## config.mk

```make
export PLATFORM = sky130hd
export DESIGN_NAME = call_stack_ctrl
export DESIGN_NICKNAME = d
export VERILOG_FILES = /design/src/rtl/call_stack_ctrl.sv
export SDC_FILE = /design/constraint.sdc
export NUM_CORES = 1
export LEC_CHECK = 0
export CORE_ASPECT_RATIO = 0.8
export CORE_UTILIZATION = 45
export CTS_BUF_LIST = sky130_fd_sc_hd__clkbuf_8
export DETAILED_ROUTE_END_ITERATION = 6
export GPL_TIMING_DRIVEN = 0
export PLACE_DENSITY = 0.67
export RECOVER_POWER = 25
export SYNTH_ARGS = -nofsm -noshare
export SYNTH_HDL_FRONTEND = slang
export SYNTH_SLANG_ARGS = --single-unit
```

## constraint.sdc

```tcl
create_clock -name clk -period 2.6 [get_ports clk]
set_clock_uncertainty 0.15 [all_clocks]
set_input_delay 0.78 -clock clk [delete_from_list [all_inputs] [get_ports clk]]
set_output_delay 0.78 -clock clk [all_outputs]
set_load 0.005 [all_outputs]
```

## src/rtl/call_stack_ctrl.sv

```systemverilog
// Hardware return-address stack: push on CALL, pop on RET, swap on both.
// A pop or swap loads pc_target and pulses pc_load for one cycle.
// overflow and underflow are sticky until err_clr.
module call_stack_ctrl #(
    parameter int unsigned DEPTH = 8,
    parameter int unsigned WIDTH = 8
) (
    input  logic                     clk,
    input  logic                     rst,
    input  logic                     call,
    input  logic                     ret,
    input  logic [WIDTH-1:0]         return_address,
    input  logic                     err_clr,
    output logic                     pc_load,
    output logic [WIDTH-1:0]         pc_target,
    output logic [$clog2(DEPTH):0]   depth,
    output logic                     empty,
    output logic                     full,
    output logic                     overflow,
    output logic                     underflow
);

    localparam int unsigned IDX_W = $clog2(DEPTH);
    localparam int unsigned SP_W  = IDX_W + 1;

    typedef enum logic [2:0] {
        OP_IDLE,
        OP_PUSH,
        OP_POP,
        OP_SWAP,
        OP_OVF,
        OP_UNF,
        OP_PUSH_UNF
    } op_t;

    logic [SP_W-1:0]  r_sp;
    logic [WIDTH-1:0] r_mem [DEPTH];
    logic             r_pc_load;
    logic [WIDTH-1:0] r_pc_target;
    logic             r_overflow;
    logic             r_underflow;

    op_t              w_op;
    logic             w_empty;
    logic             w_full;
    logic [IDX_W-1:0] w_wr_idx;
    logic [IDX_W-1:0] w_top_idx;
    logic             w_mem_we;
    logic [IDX_W-1:0] w_mem_idx;
    logic [SP_W-1:0]  w_sp_nxt;
    logic             w_pc_load_nxt;
    logic [WIDTH-1:0] w_pc_target_nxt;
    logic             w_ovf_set;
    logic             w_unf_set;

    // Occupancy status straight from the stack pointer.
    always_comb begin
        w_empty   = (r_sp == '0);
        w_full    = (r_sp == SP_W'(DEPTH));
        w_wr_idx  = r_sp[IDX_W-1:0];
        w_top_idx = IDX_W'(r_sp - SP_W'(1));
    end

    // Classify the request against the current occupancy.
    always_comb begin
        w_op = OP_IDLE;
        if (call && !ret) begin
            w_op = w_full ? OP_OVF : OP_PUSH;
        end else if (ret && !call) begin
            w_op = w_empty ? OP_UNF : OP_POP;
        end else if (call && ret) begin
            w_op = w_empty ? OP_PUSH_UNF : OP_SWAP;
        end
    end

    // Next-state values for pointer, memory write port, outputs and flags.
    always_comb begin
        w_sp_nxt        = r_sp;
        w_mem_we        = 1'b0;
        w_mem_idx       = w_wr_idx;
        w_pc_load_nxt   = 1'b0;
        w_pc_target_nxt = r_pc_target;
        w_ovf_set       = 1'b0;
        w_unf_set       = 1'b0;
        case (w_op)
            OP_PUSH: begin
                w_mem_we  = 1'b1;
                w_mem_idx = w_wr_idx;
                w_sp_nxt  = r_sp + SP_W'(1);
            end
            OP_PUSH_UNF: begin
                w_mem_we  = 1'b1;
                w_mem_idx = w_wr_idx;
                w_sp_nxt  = r_sp + SP_W'(1);
                w_unf_set = 1'b1;
            end
            OP_POP: begin
                w_sp_nxt        = r_sp - SP_W'(1);
                w_pc_load_nxt   = 1'b1;
                w_pc_target_nxt = r_mem[w_top_idx];
            end
            OP_SWAP: begin
                w_mem_we        = 1'b1;
                w_mem_idx       = w_top_idx;
                w_pc_load_nxt   = 1'b1;
                w_pc_target_nxt = r_mem[w_top_idx];
            end
            OP_OVF:  w_ovf_set = 1'b1;
            OP_UNF:  w_unf_set = 1'b1;
            default: ;
        endcase
    end

    // Control state; reset discards the stack and any pending load strobe.
    always_ff @(posedge clk or negedge rst) begin
        if (!rst) begin
            r_sp        <= '0;
            r_pc_load   <= 1'b0;
            r_pc_target <= '0;
            r_overflow  <= 1'b0;
            r_underflow <= 1'b0;
        end else begin
            r_sp        <= w_sp_nxt;
            r_pc_load   <= w_pc_load_nxt;
            r_pc_target <= w_pc_target_nxt;
            r_overflow  <= (r_overflow  & ~err_clr) | w_ovf_set;
            r_underflow <= (r_underflow & ~err_clr) | w_unf_set;
        end
    end

    // Entry storage, left unreset since contents are don't-care after reset.
    always_ff @(posedge clk) begin
        if (w_mem_we) begin
            r_mem[w_mem_idx] <= return_address;
        end
    end

    assign pc_load   = r_pc_load;
    assign pc_target = r_pc_target;
    assign depth     = r_sp;
    assign empty     = w_empty;
    assign full      = w_full;
    assign overflow  = r_overflow;
    assign underflow = r_underflow;

endmodule

```

==> flow_summary.json <==
{
  "initial_utilization_pct": 46.33,
  "hp-start": "pc_target[6]$_DFFE_PN0P_",
  "placedCellCount": 367,
  "cts_max_path_buffers": 2,
  "final_max_slew_viol_count": 0,
  "synthCells": 234,
  "utilization_pct": 60.09,
  "worstSetupPathType": "reg -> out",
  "hold_viol": 0,
  "io_pins": 30,
  "drive_above_1_share_pct": 35.53,
  "fp.dieArea_um2": 7965,
  "crit_path_start_kind": "flip-flop",
  "ys_seq_area_share_pct": 67.08,
  "numPortBuffers": 28,
  "synth-main-ff-cell": "edfxtp_1",
  "vias_per_cell": 5.408,
  "async_flop_share_pct": 18.99,
  "clock_latency_ps": 360,
  "synth_top_area_share_pct": 56.12,
  "postSynthAreaPerCell_um2": 14.63,
  "numCtsBuffers": 9,
  "cpMaxStageDelayCell": "dfrtp_2",
  "ys_seq_elements": 79,
  "final.min_clock_period_ps": 2495,
  "p_leak_nw": 1.605,
  "synthTopCellsByArea": "edfxtp_1, dfrtp_1, mux2_2, o22ai_1, o31ai_1",
  "regArea_um2": 2300,
  "postRouteAntennaNets": 0,
  "period_share_pct": 95.96,
  "synthMostInstantiatedCell": "edfxtp_1",
  "synth_common_cells": "edfxtp_1, mux2_2, o22ai_1",
  "pwr_density_cell_nw_per_um2": 1223,
  "required_ps": 1670,
  "clk_pin_slew_ps": 80,
  "status": "finished clean",
  "place_area_um2": 3836,
  "post_drt_wl_per_cell_um": 18.86,
  "hpwl_mm": 4.572,
  "fin_ws_ps": 104.9,
  "n_fill_cell": 577,
  "worst_pin_slew_ps": 805.9,
  "die_w_um": 99.53,
  "vias": 2212,
  "multi_input_area_um2": 1085,
  "holdBufCountCts": 0,
  "pre_cts_slack_ps": -854.1,
  "timing.hold.ws_ps": 333.3,
  "final_area_um2": 4442,
  "worstHoldPathCells": 2,
  "crit_chain": "inv_2 > ha_2 > buf_12 > nor3b_4 > buf_2",
  "grt_pass1_wl_mm": 11.73,
  "cts_root_buf": "clkbuf_8",
  "grt_usage_pct": 21.10,
  "gr-total-overflow": 0,
  "hold_end": "pc_target[6]$_DFFE_PN0P_",
  "finalNonFillerCells": 409,
  "h-tree-depth": 3,
  "power.total_mw": 5.433,
  "rr_worst_depth": 8,
  "synth_warnings": 0,
  "max_cap_violations": 0,
  "fmaxAchievable_ghz": 0.4008,
  "finalSetupViolCount": 0,
  "antenna_found_initial": 0,
  "num_antenna_cells": 0,
  "peakVddDrop_mv": 0.4782,
  "syn_nets": 249,
  "critPathMaxFanout": 7,
  "drt-pass1-iter-count": 4,
  "rows": 28,
  "fin_setup_tns_ps": 0,
  "worstReg2RegEnd": "r_mem[5][0]$_DFFE_PP_",
  "drt_drc_violations_left": 0,
  "syn_area_um2": 3425,
  "numClockSinks": 79,
  "yosys.area.top_type": "edfxtp_1",
  "dieHeight_um": 80.03,
  "critPathMaxStageDelay_ps": 480,
  "grt_pass1_vias": 2179,
  "wl_mm": 7.715,
  "relSlewSlack_pct": 46.10,
  "grt_max_degree": 16,
  "arrival_ps": 1570,
  "worstReg2RegStart": "depth[1]$_DFFE_PN0P_",
  "core_um2": 7392,
  "hold_class": "reg -> reg",
  "synth.distinct_cells": 40,
  "rsz0062_at_grt": "false",
  "critPathCaptureType": "output port",
  "synth-edff-count": 64,
  "area_growth_pct": 29.70,
  "cts_tree": "done",
  "reg2reg_slack_ps": 140,
  "routabilityCongestion": 0.7680,
  "fin_nets": 314,
  "drtIter0Drc": 171
}
## cells in the final DEF, fill, tap and decap left out, types with 2 or more instances in the layout
cell / Yosys / layout
nor3_1: 4 / 4
and3_1: 2 / 2
mux2_2: 33 / 33
inv_1: 7 / 6
buf_2: 4 / 4
nand2_1: 16 / 16
bufinv_16: 0 / 3
mux2i_1: 2 / 2
clkinv_4: 0 / 2
xnor2_1: 2 / 2
o31ai_1: 9 / 8
a21oi_1: 6 / 6
o22ai_1: 17 / 17
buf_6: 2 / 2
dlygate4sd3_1: 0 / 6
nor2_1: 10 / 2
clkdlybuf4s50_1: 0 / 19
buf_12: 0 / 6
dfrtp_2: 0 / 2
o21ai_0: 7 / 3
o21ai_1: 0 / 4
edfxtp_1: 64 / 64
nand3_2: 2 / 2
buf_4: 6 / 27
dfrtp_1: 15 / 13
clkbuf_1: 2 / 2
a211oi_1: 2 / 2
clkbuf_8: 0 / 9
o31a_1: 2 / 2
nor2_4: 0 / 8
## layout make-up
cell class                      count  area share [%]
Timing Repair Buffer               56           12.65
Inverter                            8          0.8451
Sequential cell                    79           51.77
Clock inverter                      7           2.704
Tap cell                          105           2.958
Multi-Input combinational cell    133           24.42
Buffer                             12           1.859
Clock buffer                        9           2.789
## layer usage
metal,up-vias,track usage [%],share of wire (%)
met5,-,0,0
met4,0,10.29,2.0
met3,16,6.918,5.5
met2,60,33.13,48
met1,1109,26.44,44
li1,1027,-,-
## sequential cells by signal, summed over array words and instances (netlist names)
signal     cells
overflow       1
depth          4
pc_target      8
r_mem         64
pc_load        1
underflow      1
## cell families after synthesis
kind of cell               Yosys count  synth area share (%)
buffers and inverters               22                 3.654
AOI/OAI and AO/OA                   50                 9.938
xor gates and xnor gates             3                0.7674
and+or+nand+nor                     43                 6.394
DFF                                 79                 67.08
muxes                               35                 11.44
adders and majority gates            2                0.7306
## worst max path at each step
stage	to	cells after the start	slack (ps)	startpoint
after global placement	r_mem[6][4]$_DFFE_PP_	6	-830	ret
after detailed placement	r_mem[6][4]$_DFFE_PP_	6	-850	ret
after CTS	r_mem[6][4]$_DFFE_PP_	11	-3	depth[1]$_DFFE_PN0P_
after global routing	empty	5	2	depth[1]$_DFFE_PN0P_
final	empty	5	100	depth[1]$_DFFE_PN0P_
after floorplan	r_mem[2][0]$_DFFE_PP_	10	60	depth[0]$_DFFE_PN0P_
## worst max-delay path: cells and delay by family (launching register included)
| kind | cells | cell delay [ps] |
|---|---|---|
| flops | 1 | 480 |
| buf+inv | 3 | 330 |
| simple gates | 1 | 180 |
| fa+ha+maj | 1 | 220 |
## timing repair
action | CTS | global route
endpoints found under the setup margin | 66 | 66
pin swaps | 6 | 0
buffers inserted | 21 | 7
gates resized for setup | 33 | 6
## power by group
part / total, mW / leakage (nW) / internal [mW] / switching [mW]
clock: 1.09 / 0.121 / 0.640 / 0.451
combinational: 2.58 / 0.725 / 1.29 / 1.29
sequential: 1.76 / 0.759 / 1.63 / 0.125
total: 5.43 / 1.61 / 3.57 / 1.87
(Power assumes the default switching activity.)
==> RTL edit: new RTL, same flow settings <==
Make the reset (`rst`) synchronous in one clocked block.
--- a/src/rtl/call_stack_ctrl.sv
+++ b/src/rtl/call_stack_ctrl.sv
@@ -112,7 +112,7 @@
     end
 
     // Control state; reset discards the stack and any pending load strobe.
-    always_ff @(posedge clk or negedge rst) begin
+    always_ff @(posedge clk) begin
         if (!rst) begin
             r_sp        <= '0;
             r_pc_load   <= 1'b0;
Formal check against the unedited RTL: differs if rst is asserted again (counterexample within 4 cycles, from zero or initial values and one cycle with rst low); with rst held inactive, the same outputs for 4 cycles.
==> RTL edit against the original RTL <==
- the run now ends with design-rule violations left
- highest routed layer unchanged
- worst setup slack got worse by 0.061 ns
- power is 16% lower
- critical path depth up 1
- clock power is 9% lower
- design area down 3.3%
- largest power group unchanged
- routed wire length is 12% lower
- maximum frequency is 2.4% lower
- first-iteration DRC count decreased by 55%
- sequential cell count is the same
- area after synthesis is 3.0% lower
- utilization increased by 1.1 points
==> RTL edit: results (changes against the original RTL) <==
| Metric | Value |
|---|---|
| Status | complete, but fails checks |
| Failing checks | design-rule violations |
| Cts bufs inserted | 9 (unchanged) |
| Antenna violations before repair | 0 (unchanged) |
| Yosys warnings | 0 (unchanged) |
| CP arrival | 2.48 ns (+0.91 ns) |
| HPWL Detailed | 3920 um (-14%) |
| Number of global-route vias before repair | 1873 (-14%) |
| Syn Nets | 211 (-15%) |
| Leak pwr | 1.53 nW (-4.8%) |
| Largest net degree at the start of global routing | 15 (-1) |
| CTS Hold Buffers Added | 0 (unchanged) |
| Fin nets | 272 (-13%) |
| Slew HR | 57.3% (+11 points) |
| Syn avg cell area | 17.0 um2 (+16%) |
| Top cells by area, synth | edfxtp_1 58%, mux4_2 11%, dfxtp_1 9.0%, mux2i_1 3.3%, a21oi_1 1.4% |
| DR DRC count | 4 (+4) |
| Maximum vdd drop | 457 uV (-4.5%) |
| Post-Layout Cell Count | 349 (-15%) |
| DR iter-0 viols | 77 (-55%) |
| Clock buffer depth | 2 (unchanged) |
| Inst Count DP | 312 (-15%) |
| All-Layer GR Usage | 19.8% (-1.3 points) |
| Seq/Total Area, Yosys | 66.9% (-0.21 points) |
| Clock slew seen by the registers of the worst setup and hold paths | 0.08 ns (about the same) |
| Final wirelength | 6800 um (-12%) |
| Skew-Pair Late Insertion Delay | around 0.35 ns |
| CTS root buffer | clkbuf_8 |
| Gr ovfl total | 0 (unchanged) |
| Most frequent cells after synthesis | 64 x edfxtp_1, 16 x mux4_2, 15 x dfxtp_1 |
| Crit Reg-Reg Startpoint | depth[0]$_SDFFE_PN0P_ |
| Hold path startpoint | overflow$_SDFF_PN0_ |
| Origin of the worst setup path | call |
| First-pass GRT wire length | 10700 um (-8.9%) |
| Crit path max fanout | 10 (+3) |
| Layout cells sized above 1 | 34.4% (-1.2 points) |
| Antenna Cells | 0 (unchanged) |
| Avg Vias per Cell | 5.44 (+0.56%) |
| Hold WC Path Type | register to register |
| DRT Pass-1 Iters | 6 (+2) |
| Number of flip-flops in the largest register | 64 (unchanged) |
| RD Place Congestion | 0.723 (-5.9%) |
| Post-synth top flop | edfxtp_1 |
| Largest Register | r_mem |
| Port Buffers | 29 (+3.6%) |
| Cell variety after synth | 40 (unchanged) |
| Asr flop ratio synth | 0% (-19 points) |
| H-tree Lvls | 3 (unchanged) |
| Post-synth EDFFs | 64 (unchanged) |
-- RTL edit: cell types whose count changed after synthesis, moves of 7 or more --
cell     before  now
mux2i_1       2   11
nor2_1       10    3
o31ai_1       9    0
mux4_2        0   16
dfxtp_1       0   15
o22ai_1      17    0
mux2_2       33    1
nand2_1      16    4
dfrtp_1      15    0
-- RTL edit: through the flow --
step                      instance area (um2)  setup slack, ns
after floorplan                          3320           -0.208
after global placement                   3720            -1.22
after detailed placement                 3760           -0.780
after CTS                                4260          0.00666
after global routing                     4300          0.00712
final                                    4300           0.0439
-- RTL edit: cell type report --
cell class	instances	area, um2
plain buffers	12	109
clock buffers	9	124
clock inverters	7	95.1
fillers	523	2730
inverters	2	10.0
multi-input cells	103	1140
flip-flops and latches	79	2230
well taps	87	109
repair buffers	50	484
-- RTL edit: worst paths after layout --
kind                      endpoint  slack [ns]  depth (start not counted)
max          r_mem[0][6]$_DFFE_PP_        0.04                          6
min            overflow$_SDFF_PN0_        0.34                          2
max reg2reg  r_mem[0][6]$_DFFE_PP_        0.07                         11
min reg2reg    overflow$_SDFF_PN0_        0.34                          2
-- RTL edit: per-layer routing --
layer	wire [um]	global-route usage, %
met5	0	0
met4	106	5.45
met3	395	6.51
met2	3160	29.9
met1	3140	27.5
-- RTL edit: critical path, cell delays in order --
cell and delay, ns:
clkdlybuf4s50_1 0.51, buf_6 0.16, nand3_1 0.14, mux2_2 0.41, nor3_4 0.29, buf_4 0.18
-- RTL edit: cell families (layout without fill, tap and decap cells) --
kind of cell / count (synthesis) / in the layout / synth area share (%)
AOI/OAI and AO/OA: 24 / 24 / 4.10
xor gates and xnor gates: 5 / 5 / 1.88
adders and majority gates: 2 / 2 / 0.753
buffers and inverters: 14 / 80 / 2.94
DFF: 79 / 79 / 66.9
muxes: 30 / 30 / 15.4
and+or+nand+nor: 42 / 42 / 8.06
-- RTL edit: timing repair --
| action | CTS | global route |
|---|---|---|
| buffers inserted | 21 | 0 |
| pin swaps | 6 | 0 |
| resized for setup | 23 | 9 |
| endpoints found under the setup margin | 67 | 66 |
-- RTL edit: report_power, final --
part	internal (mW)	switching, mW	total (mW)
Combinational	0.984	0.922	1.91
Clock	0.542	0.450	0.992
Sequential	1.58	0.0714	1.65
